[src/rtl/ccff_stream_loader.sv]
// Loads a ccff configuration chain from a word-wide bitstream (LSB first) and
// folds every bit leaving the chain tail into a readback parity bit.
module ccff_stream_loader #(
    parameter int CHAIN_LEN = 24,
    parameter int WORD_W    = 8
) (
    input  logic              prog_clk,
    input  logic              pReset,
    input  logic              start,
    input  logic [WORD_W-1:0] bs_data,
    input  logic              bs_valid,
    output logic              bs_ready,
    input  logic              ccff_tail,
    output logic              ccff_head,
    output logic              config_enable,
    output logic              busy,
    output logic              done,
    output logic              tail_parity
);
    localparam int REM_W = $clog2(CHAIN_LEN + 1);
    localparam int CNT_W = $clog2(WORD_W);
    localparam logic [REM_W-1:0] REM_FULL = REM_W'(CHAIN_LEN);
    localparam logic [REM_W-1:0] REM_LAST = REM_W'(1);
    localparam logic [CNT_W-1:0] CNT_LAST = CNT_W'(WORD_W - 1);
    localparam logic [CNT_W-1:0] CNT_ONE  = CNT_W'(1);

    typedef enum logic [1:0] {
        IDLE  = 2'd0,
        LOAD  = 2'd1,
        SHIFT = 2'd2,
        DONE  = 2'd3
    } state_t;

    state_t            state_r;
    logic [REM_W-1:0]  remaining_r;
    logic [CNT_W-1:0]  bit_cnt_r;
    logic [WORD_W-1:0] shreg_r;
    logic              bs_ready_r;
    logic              ccff_head_r;
    logic              config_enable_r;
    logic              busy_r;
    logic              done_r;
    logic              tail_parity_r;

    function automatic logic parity_fold(input logic acc, input logic bit_in);
        return acc ^ bit_in;
    endfunction

    // Control FSM and datapath; every output is a flop set for the state being entered
    always_ff @(posedge prog_clk) begin
        if (pReset) begin
            state_r         <= IDLE;
            remaining_r     <= '0;
            bit_cnt_r       <= '0;
            shreg_r         <= '0;
            bs_ready_r      <= 1'b0;
            ccff_head_r     <= 1'b0;
            config_enable_r <= 1'b0;
            busy_r          <= 1'b0;
            done_r          <= 1'b0;
            tail_parity_r   <= 1'b0;
        end else begin
            case (state_r)
                IDLE: begin
                    done_r <= 1'b0;
                    if (start) begin
                        state_r       <= LOAD;
                        remaining_r   <= REM_FULL;
                        tail_parity_r <= 1'b0;
                        busy_r        <= 1'b1;
                        bs_ready_r    <= 1'b1;
                    end else begin
                        state_r <= IDLE;
                    end
                end
                LOAD: begin
                    if (bs_valid) begin
                        state_r         <= SHIFT;
                        shreg_r         <= bs_data;
                        bit_cnt_r       <= '0;
                        bs_ready_r      <= 1'b0;
                        config_enable_r <= 1'b1;
                        ccff_head_r     <= bs_data[0];
                    end else begin
                        state_r <= LOAD;
                    end
                end
                SHIFT: begin
                    shreg_r       <= shreg_r >> 1;
                    bit_cnt_r     <= bit_cnt_r + CNT_ONE;
                    remaining_r   <= remaining_r - REM_LAST;
                    tail_parity_r <= parity_fold(tail_parity_r, ccff_tail);
                    // Chain length wins over word length so surplus word bits never reach the head
                    if (remaining_r == REM_LAST) begin
                        state_r         <= DONE;
                        config_enable_r <= 1'b0;
                        ccff_head_r     <= 1'b0;
                        done_r          <= 1'b1;
                    end else if (bit_cnt_r == CNT_LAST) begin
                        state_r         <= LOAD;
                        config_enable_r <= 1'b0;
                        ccff_head_r     <= 1'b0;
                        bs_ready_r      <= 1'b1;
                    end else begin
                        state_r     <= SHIFT;
                        ccff_head_r <= shreg_r[1];
                    end
                end
                DONE: begin
                    state_r <= IDLE;
                    done_r  <= 1'b0;
                    busy_r  <= 1'b0;
                end
                default: begin
                    state_r         <= IDLE;
                    bs_ready_r      <= 1'b0;
                    ccff_head_r     <= 1'b0;
                    config_enable_r <= 1'b0;
                    busy_r          <= 1'b0;
                    done_r          <= 1'b0;
                end
            endcase
        end
    end

    assign bs_ready      = bs_ready_r;
    assign ccff_head     = ccff_head_r;
    assign config_enable = config_enable_r;
    assign busy          = busy_r;
    assign done          = done_r;
    assign tail_parity   = tail_parity_r;

endmodule

[config.mk]
export PLATFORM = sky130hd
export DESIGN_NAME = ccff_stream_loader
export DESIGN_NICKNAME = d
export VERILOG_FILES = /design/src/rtl/ccff_stream_loader.sv
export SDC_FILE = /design/constraint.sdc
export NUM_CORES = 1
export LEC_CHECK = 0
export CORE_MARGIN = 5
export CORE_UTILIZATION = 56
export DETAILED_ROUTE_END_ITERATION = 6
export PLACE_DENSITY = 0.82
export SKIP_LAST_GASP = 1
export SLEW_MARGIN = 5
export SYNTH_ARGS = -nofsm -noshare
export SYNTH_HDL_FRONTEND = slang
export SYNTH_SLANG_ARGS = --single-unit
export TNS_END_PERCENT = 100
[constraint.sdc]
create_clock -name prog_clk -period 5.1 [get_ports prog_clk]
set_clock_uncertainty 0.2 [all_clocks]
set_input_delay 1.02 -clock prog_clk [delete_from_list [all_inputs] [get_ports prog_clk]]
set_output_delay 1.02 -clock prog_clk [all_outputs]
set_load 0.05 [all_outputs]
==> reports/qor.yml, run 1 <==
ios: 19
tns_ns: 0
whs_path_depth: 2
ant_nets: 0
period_share_pct: 53.34
routedWlPerCell_um: 13.49
antenna_found_initial: 0
cts_resized: 0
core_um2: 2148
r2r_slack_ns: 2.56
die_height_um: 56.82
holdCritPathClass: "reg2reg"
gp_congestion: 0.7329
netlist_area_um2: 1227
slew_headroom_pct: 29.39
min_to: "shreg_r[7]"
synth_nets: 159
avgSynthCellArea_um2: 8.959
cts_buffer_depth: 2
area_delta_synth_final_pct: 16.41
drc: 0
rsz0062_at_grt: "false"
multi_input_area_um2: 700.7
grt_first_pass_wirelength_um: 4084
finalWorstSetupSlack_ns: 2.380
drv_cap: 0
cts_tree: "built"
vias: 1008
pre_cts_slack_ns: 2.161
yosys.area.top_type: "dfxtp_1"
regArea_um2: 460.4
drt-initial-drc-count: 11
ys_warn_count: 0
finalSetupViolCount: 0
worstReg2RegEnd: "remaining_r[2]"
crit_slowest_cell: "clkdlybuf4s50_1"
grt_max_degree: 29
wl_met1_um: 1136
cp_max_fo: 4
synth.area.top_cells: "dfxtp_1 38%, ha_1 9.2%, nor2_1 5.8%"
crit_type: "reg2out"
start_util_pct: 57.13
postSynthCellCount: 137
cp.arrival_ns: 1.50
maxSlewViolCount: 0
die_w_um: 56.82
crit_buf_inv: 1
cp_slowest_stage_delay_ns: 0.82
cts_max_level: 1
ff2ff_path_depth: 5
met3_length_um: 84
std_cell_rows: 17
synth_cell_types: 34
path_cells: "clkdlybuf4s50_1"
root_buffer: "clkbuf_4"
synth-seq-cells: 23
holdBufCountCts: 0
clock_sinks: 23
drive_gt1_share_pct: 5.263
cts_setup_buffers: 0
grt_pass1_vias: 963
io_buffers: 18
reg2reg_from: "state_r[0]"
hp-start: "shreg_r[7]"
status: "finished, final reports clean"
fin_crit_ns: 2.720
endpoint_kind: "output pin"
ir_drop_v: 0.0001527
ys_seq_area_share_pct: 37.51
met2_length_um: 1156
clock_latency_ns: 0.30
clk_pin_slew_ns: 0.12
fillCellCount: 183
overflow: 0
startpoint_type: "flop"
antenna_cells: 0
hold_viol_final: 0
cts_buffers: 3
via_per_inst: 5.600
nets: 175
grt_usage_pct: 15.79
crit_cells: 1
worst_slew_pin_slew_ns: 1.059
critPathRequiredTime_ns: 3.88
drt_pass1_iterations: 5
critical-path-top-delay-family: "buffers and inverters"
drt-total-wl_um: 2429
die-area_um2: 3228
fmax_ghz: 0.3676
cp-startpoint: "tail_parity"
leakage_nw: 0.5195
synth_top_cell_area_share_pct: 37.51
top_layer_used: "met4"
dp_hpwl_um: 1747
p_per_area_nw_per_um2: 257.1
## worst max-delay path by stage
stage / end / slack (ns)
detailed placement: bs_ready / 2.16
global placement: bs_ready / 2.20
global route: tail_parity / 2.30
floorplan: bs_ready / 2.85
CTS: tail_parity / 2.37
finish: tail_parity / 2.38
## stage by stage
stage	hold slack, ns	utilization (%)	std cells	total power, W	area (um2)
after CTS	0.2796	66.51	180	0.0003699	1429
after floorplan	0.2316	-	137	0.0002628	1227
after global placement	0.2462	65.29	176	0.0002848	1403
after global routing	0.3079	66.51	180	0.0003886	1429
final	0.2795	66.51	180	0.0003674	1429
after detailed placement	0.2590	65.29	176	0.0002878	1403
## worst reg2reg max path: cells and delay by family, from the launching register on
family                     cells  cell delay, ns
DFF                            1            0.35
adders and majority gates      1            0.87
buffers and inverters          1            0.10
AOI/OAI and AO/OA              2            0.83
and+or+nand+nor                1            0.06
## cells in the mapped netlist
master,instances
a22oi_1,3
ha_1,9
nor4b_4,1
a311oi_1,1
o21ai_0,9
o21a_1,1
nand2_4,1
a21oi_1,7
dfxtp_1,23
nand3_1,4
buf_4,1
nor2b_1,5
mux2_4,1
buf_6,1
nand3b_1,1
inv_1,7
clkbuf_1,3
nor2_1,19
a32oi_1,2
a31oi_1,1
buf_2,2
a221oi_1,2
a211oi_1,6
or2b_1,1
nor3b_1,1
a2111oi_4,1
mux2i_1,6
nor3_1,3
o21ai_1,1
nand4b_1,1
nand2_1,6
nand2b_2,1
a2bb2oi_1,1
nand2b_1,5
## sequential cells by signal, indices dropped and copies added, names as in the netlist
signal         cells
busy               1
state_r            2
bs_ready           1
bit_cnt_r          3
shreg_r            7
ccff_head          1
remaining_r        5
done               1
tail_parity        1
config_enable      1
## layer usage
metal / vias up / global-route usage [%]
li1: 515 / -
met1: 467 / 20.06
met2: 20 / 25.91
met3: 6 / 2.529
met4: 0 / 7.285
met5: - / 0
## cell type report
cell class / count / area share, %
clock buffers: 4 / 1.839
inverters: 7 / 1.839
multi-input cells: 100 / 49.04
flip-flops and latches: 23 / 32.22
well taps: 28 / 2.452
repair buffers: 18 / 12.61
## cells in the final DEF, fill, tap and decap left out, drive strengths merged, types with 2 or more instances in the layout
cell,n
clkdlybuf4s50,18
nor3,3
nor2b,5
mux2i,6
a221oi,2
dfxtp,23
a211oi,6
a32oi,2
nand2,7
a22oi,3
ha,9
nor2,19
a21oi,7
nand2b,6
nand3,4
o21ai,10
clkbuf,4
inv,7
## cell families after synthesis
kind of cell             synth area share [%]
buffers and inverters                   5.403
AND/OR/NAND/NOR                         21.71
flip-flops                              37.51
adder cells (fa/ha/maj)                 9.174
AO/OA/AOI/OAI                           20.08
multiplexers                            6.116
## where the power goes
part           internal [W]  switching (W)
Sequential         0.000192     0.00000856
Clock             0.0000305      0.0000528
Combinational     0.0000361      0.0000475
Power figures use the tool's default switching activity.
==> inputs of run 2 (changes only) <==
- CORE_UTILIZATION: 56 -> 52
- PLACE_DENSITY: 0.82 -> 0.76
- clock period: 5.1 -> 2.7 ns (I/O delays scaled with it)
==> run 2 against run 1 <==
  * Worst setup slack worse by 1.9 ns
  * Utilization is 1.9 points lower
  * Die area is 6.3% higher
  * Sequential share of layout area is 0.33 points lower
  * Power is 88% higher
  * Via count is 0.69% lower
  * Global-route usage is 0.47 points lower
  * Clock power is 86% higher
  * Critical path depth stayed put
  * Final area is 1.1% higher
  * Register-to-register slack worse by 2.0 ns
==> reports/qor.yml, run 2 (synthesized netlist as in run 1, its figures left out) <==
cts_setup_buffers: 0  # unchanged
grt_first_pass_wirelength_um: 4202  # +2.9%
cts_resized: 0  # unchanged
grt-busiest-layer: "met2"
dp_hpwl_um: 1739  # -0.47%
maxSlewViolCount: 0  # unchanged
tns_ns: 0  # unchanged
holdBufCountCts: 0  # unchanged
core_um2: 2233  # +4.0%
cts_tree: "built"
cts_max_level: 1  # unchanged
antenna_cells: 0  # unchanged
start_util_pct: 54.96  # -2.2 points
final_common_cell: "dfxtp_1"
r2r_slack_ns: 0.53  # -2.03 ns
largest_register_ffs: 7  # unchanged
grt_pass1_vias: 978  # +1.6%
drt-total-wl_um: 2327  # -4.2%
cts_buffers: 3  # unchanged
whs_path_depth: 2  # unchanged
slew_headroom_pct: 53.15  # +24 points
fillCellCount: 199  # +8.7%
ir_drop_v: 0.0003192  # +110%
crit_buf_inv: 1  # unchanged
grt_max_degree: 21  # -28%
drive_gt1_share_pct: 6.494  # +1.2 points
rsz0062_at_grt: "false"
die-area_um2: 3432  # +6.3%
gr-usage-met3_pct: 2.193  # -0.34 points
finalSetupViolCount: 0  # unchanged
drt-initial-drc-count: 19  # +8
finalPower_w: 0.0006921  # +88%
die_w_um: 58.59  # +3.1%
grt_usage_pct: 15.32  # -0.47 points
startpoint_type: "flop"
critPathRequiredTime_ns: 1.96  # -1.92 ns
routedWlPerCell_um: 12.79  # -5.3%
final_cell_mix: "23 x dfxtp_1, 19 x nor2_1, 18 x clkdlybuf4s50_1"
fmax_ghz: 0.4441
crit_type: "reg2out"
hold_viol_final: 0  # unchanged
period_share_pct: 83.39
clk_pin_slew_ns: 0.12  # about the same
cp_slowest_stage_delay_ns: 0.82  # about the same
ff2ff_path_depth: 5  # unchanged
antenna_found_initial: 0  # unchanged
fin_crit_ns: 2.252
grt_util_met2_pct: 25.52  # -0.39 points
overflow: 0  # unchanged
ant_nets: 0  # unchanged
crit_slowest_cell: "clkdlybuf4s50_1"
leakage_nw: 0.5297  # +2.0%
via_per_inst: 5.500  # -1.8%
io_buffers: 18  # unchanged
drt_pass1_iterations: 4  # -1
root_buffer: "clkbuf_4"
area_delta_synth_final_pct: 17.63
worst_slew_pin_slew_ns: 0.6954  # -0.3638 ns
cts_buffer_depth: 2  # unchanged
clock_latency_ns: 0.30  # about the same
reg_top3: "shreg_r (7), remaining_r (5), bit_cnt_r (3)"
use_met1_pct: 19.97  # -0.082 points
hp-start: "shreg_r[7]"
holdCritPathClass: "reg2reg"
ios: 19  # unchanged
endpoint_kind: "output pin"
path_cells: "clkdlybuf4s50_1"
critical-path-top-delay-family: "buffers and inverters"
cp.arrival_ns: 1.51  # about the same
nets: 177  # +1.1%
vias: 1001  # -0.69%
drv_cap: 0  # unchanged
gp_congestion: 0.8047  # +9.8%
std_cell_rows: 17  # unchanged
die_height_um: 58.59  # +3.1%
cp_max_fo: 4  # unchanged
clock_sinks: 23  # unchanged
min_to: "shreg_r[7]"
p_per_area_nw_per_um2: 479.3  # +86%
reg2reg_from: "state_r[0]"
regMostFlops: "shreg_r"
status: "finished, final reports clean"
worstReg2RegEnd: "tail_parity"
drc: 0  # unchanged
[run 2: cell types whose count changed in the layout (fill, tap and decap cells not counted)]
| cell | previous run | this run |
|---|---|---|
| buf_4 | 0 | 2 |
[run 2: metrics by stage]
stage	utilization [%]	hold slack (ns)	instances	setup WS, ns	cell area [um2]
6_report	64.65	0.2720	182	0.4485	1444
2_1_floorplan	-	0.2316	137	0.8277	1227
4_1_cts	64.65	0.2742	182	0.4253	1444
3_5_place_dp	63.47	0.2563	178	0.2440	1418
5_1_grt	64.65	0.2966	182	0.2909	1444
3_3_place_gp	63.47	0.2444	178	0.2738	1418
[run 2: layout make-up]
cell class,count,area [um2],share of cell area (%)
timing repair buffer,20,195.2,13.52
inverter,7,26.28,1.820
multi-input combinational,100,700.7,48.53
sequential,23,460.4,31.89
tap,28,35.03,2.426
clock buffer,4,26.28,1.820
[run 2: how the worst max path moves through the flow]
stage,from,end,slack [ns],cells past startpoint
after floorplan,state_r[1],bs_ready,0.83,7
after global placement,bs_valid,bs_ready,0.27,5
after detailed placement,bs_valid,bs_ready,0.24,5
after CTS,tail_parity,tail_parity,0.43,1
after global routing,state_r[0],shreg_r[6],0.29,5
final,tail_parity,tail_parity,0.45,1
[run 2: power by group]
| part | switching [W] | total (W) | internal (W) |
|---|---|---|---|
| logic | 0.0000889 | 0.000158 | 0.0000693 |
| registers | 0.0000161 | 0.000379 | 0.000363 |
| clock network | 0.0000976 | 0.000155 | 0.0000576 |
[run 2: metal layers]
metal	share of wire (%)	routed length (um)	up-vias
met1	50	1171	458
met3	4.3	101	4
met2	44	1024	20
met5	0	0	-
met4	1.3	30	0
li1	-	-	519
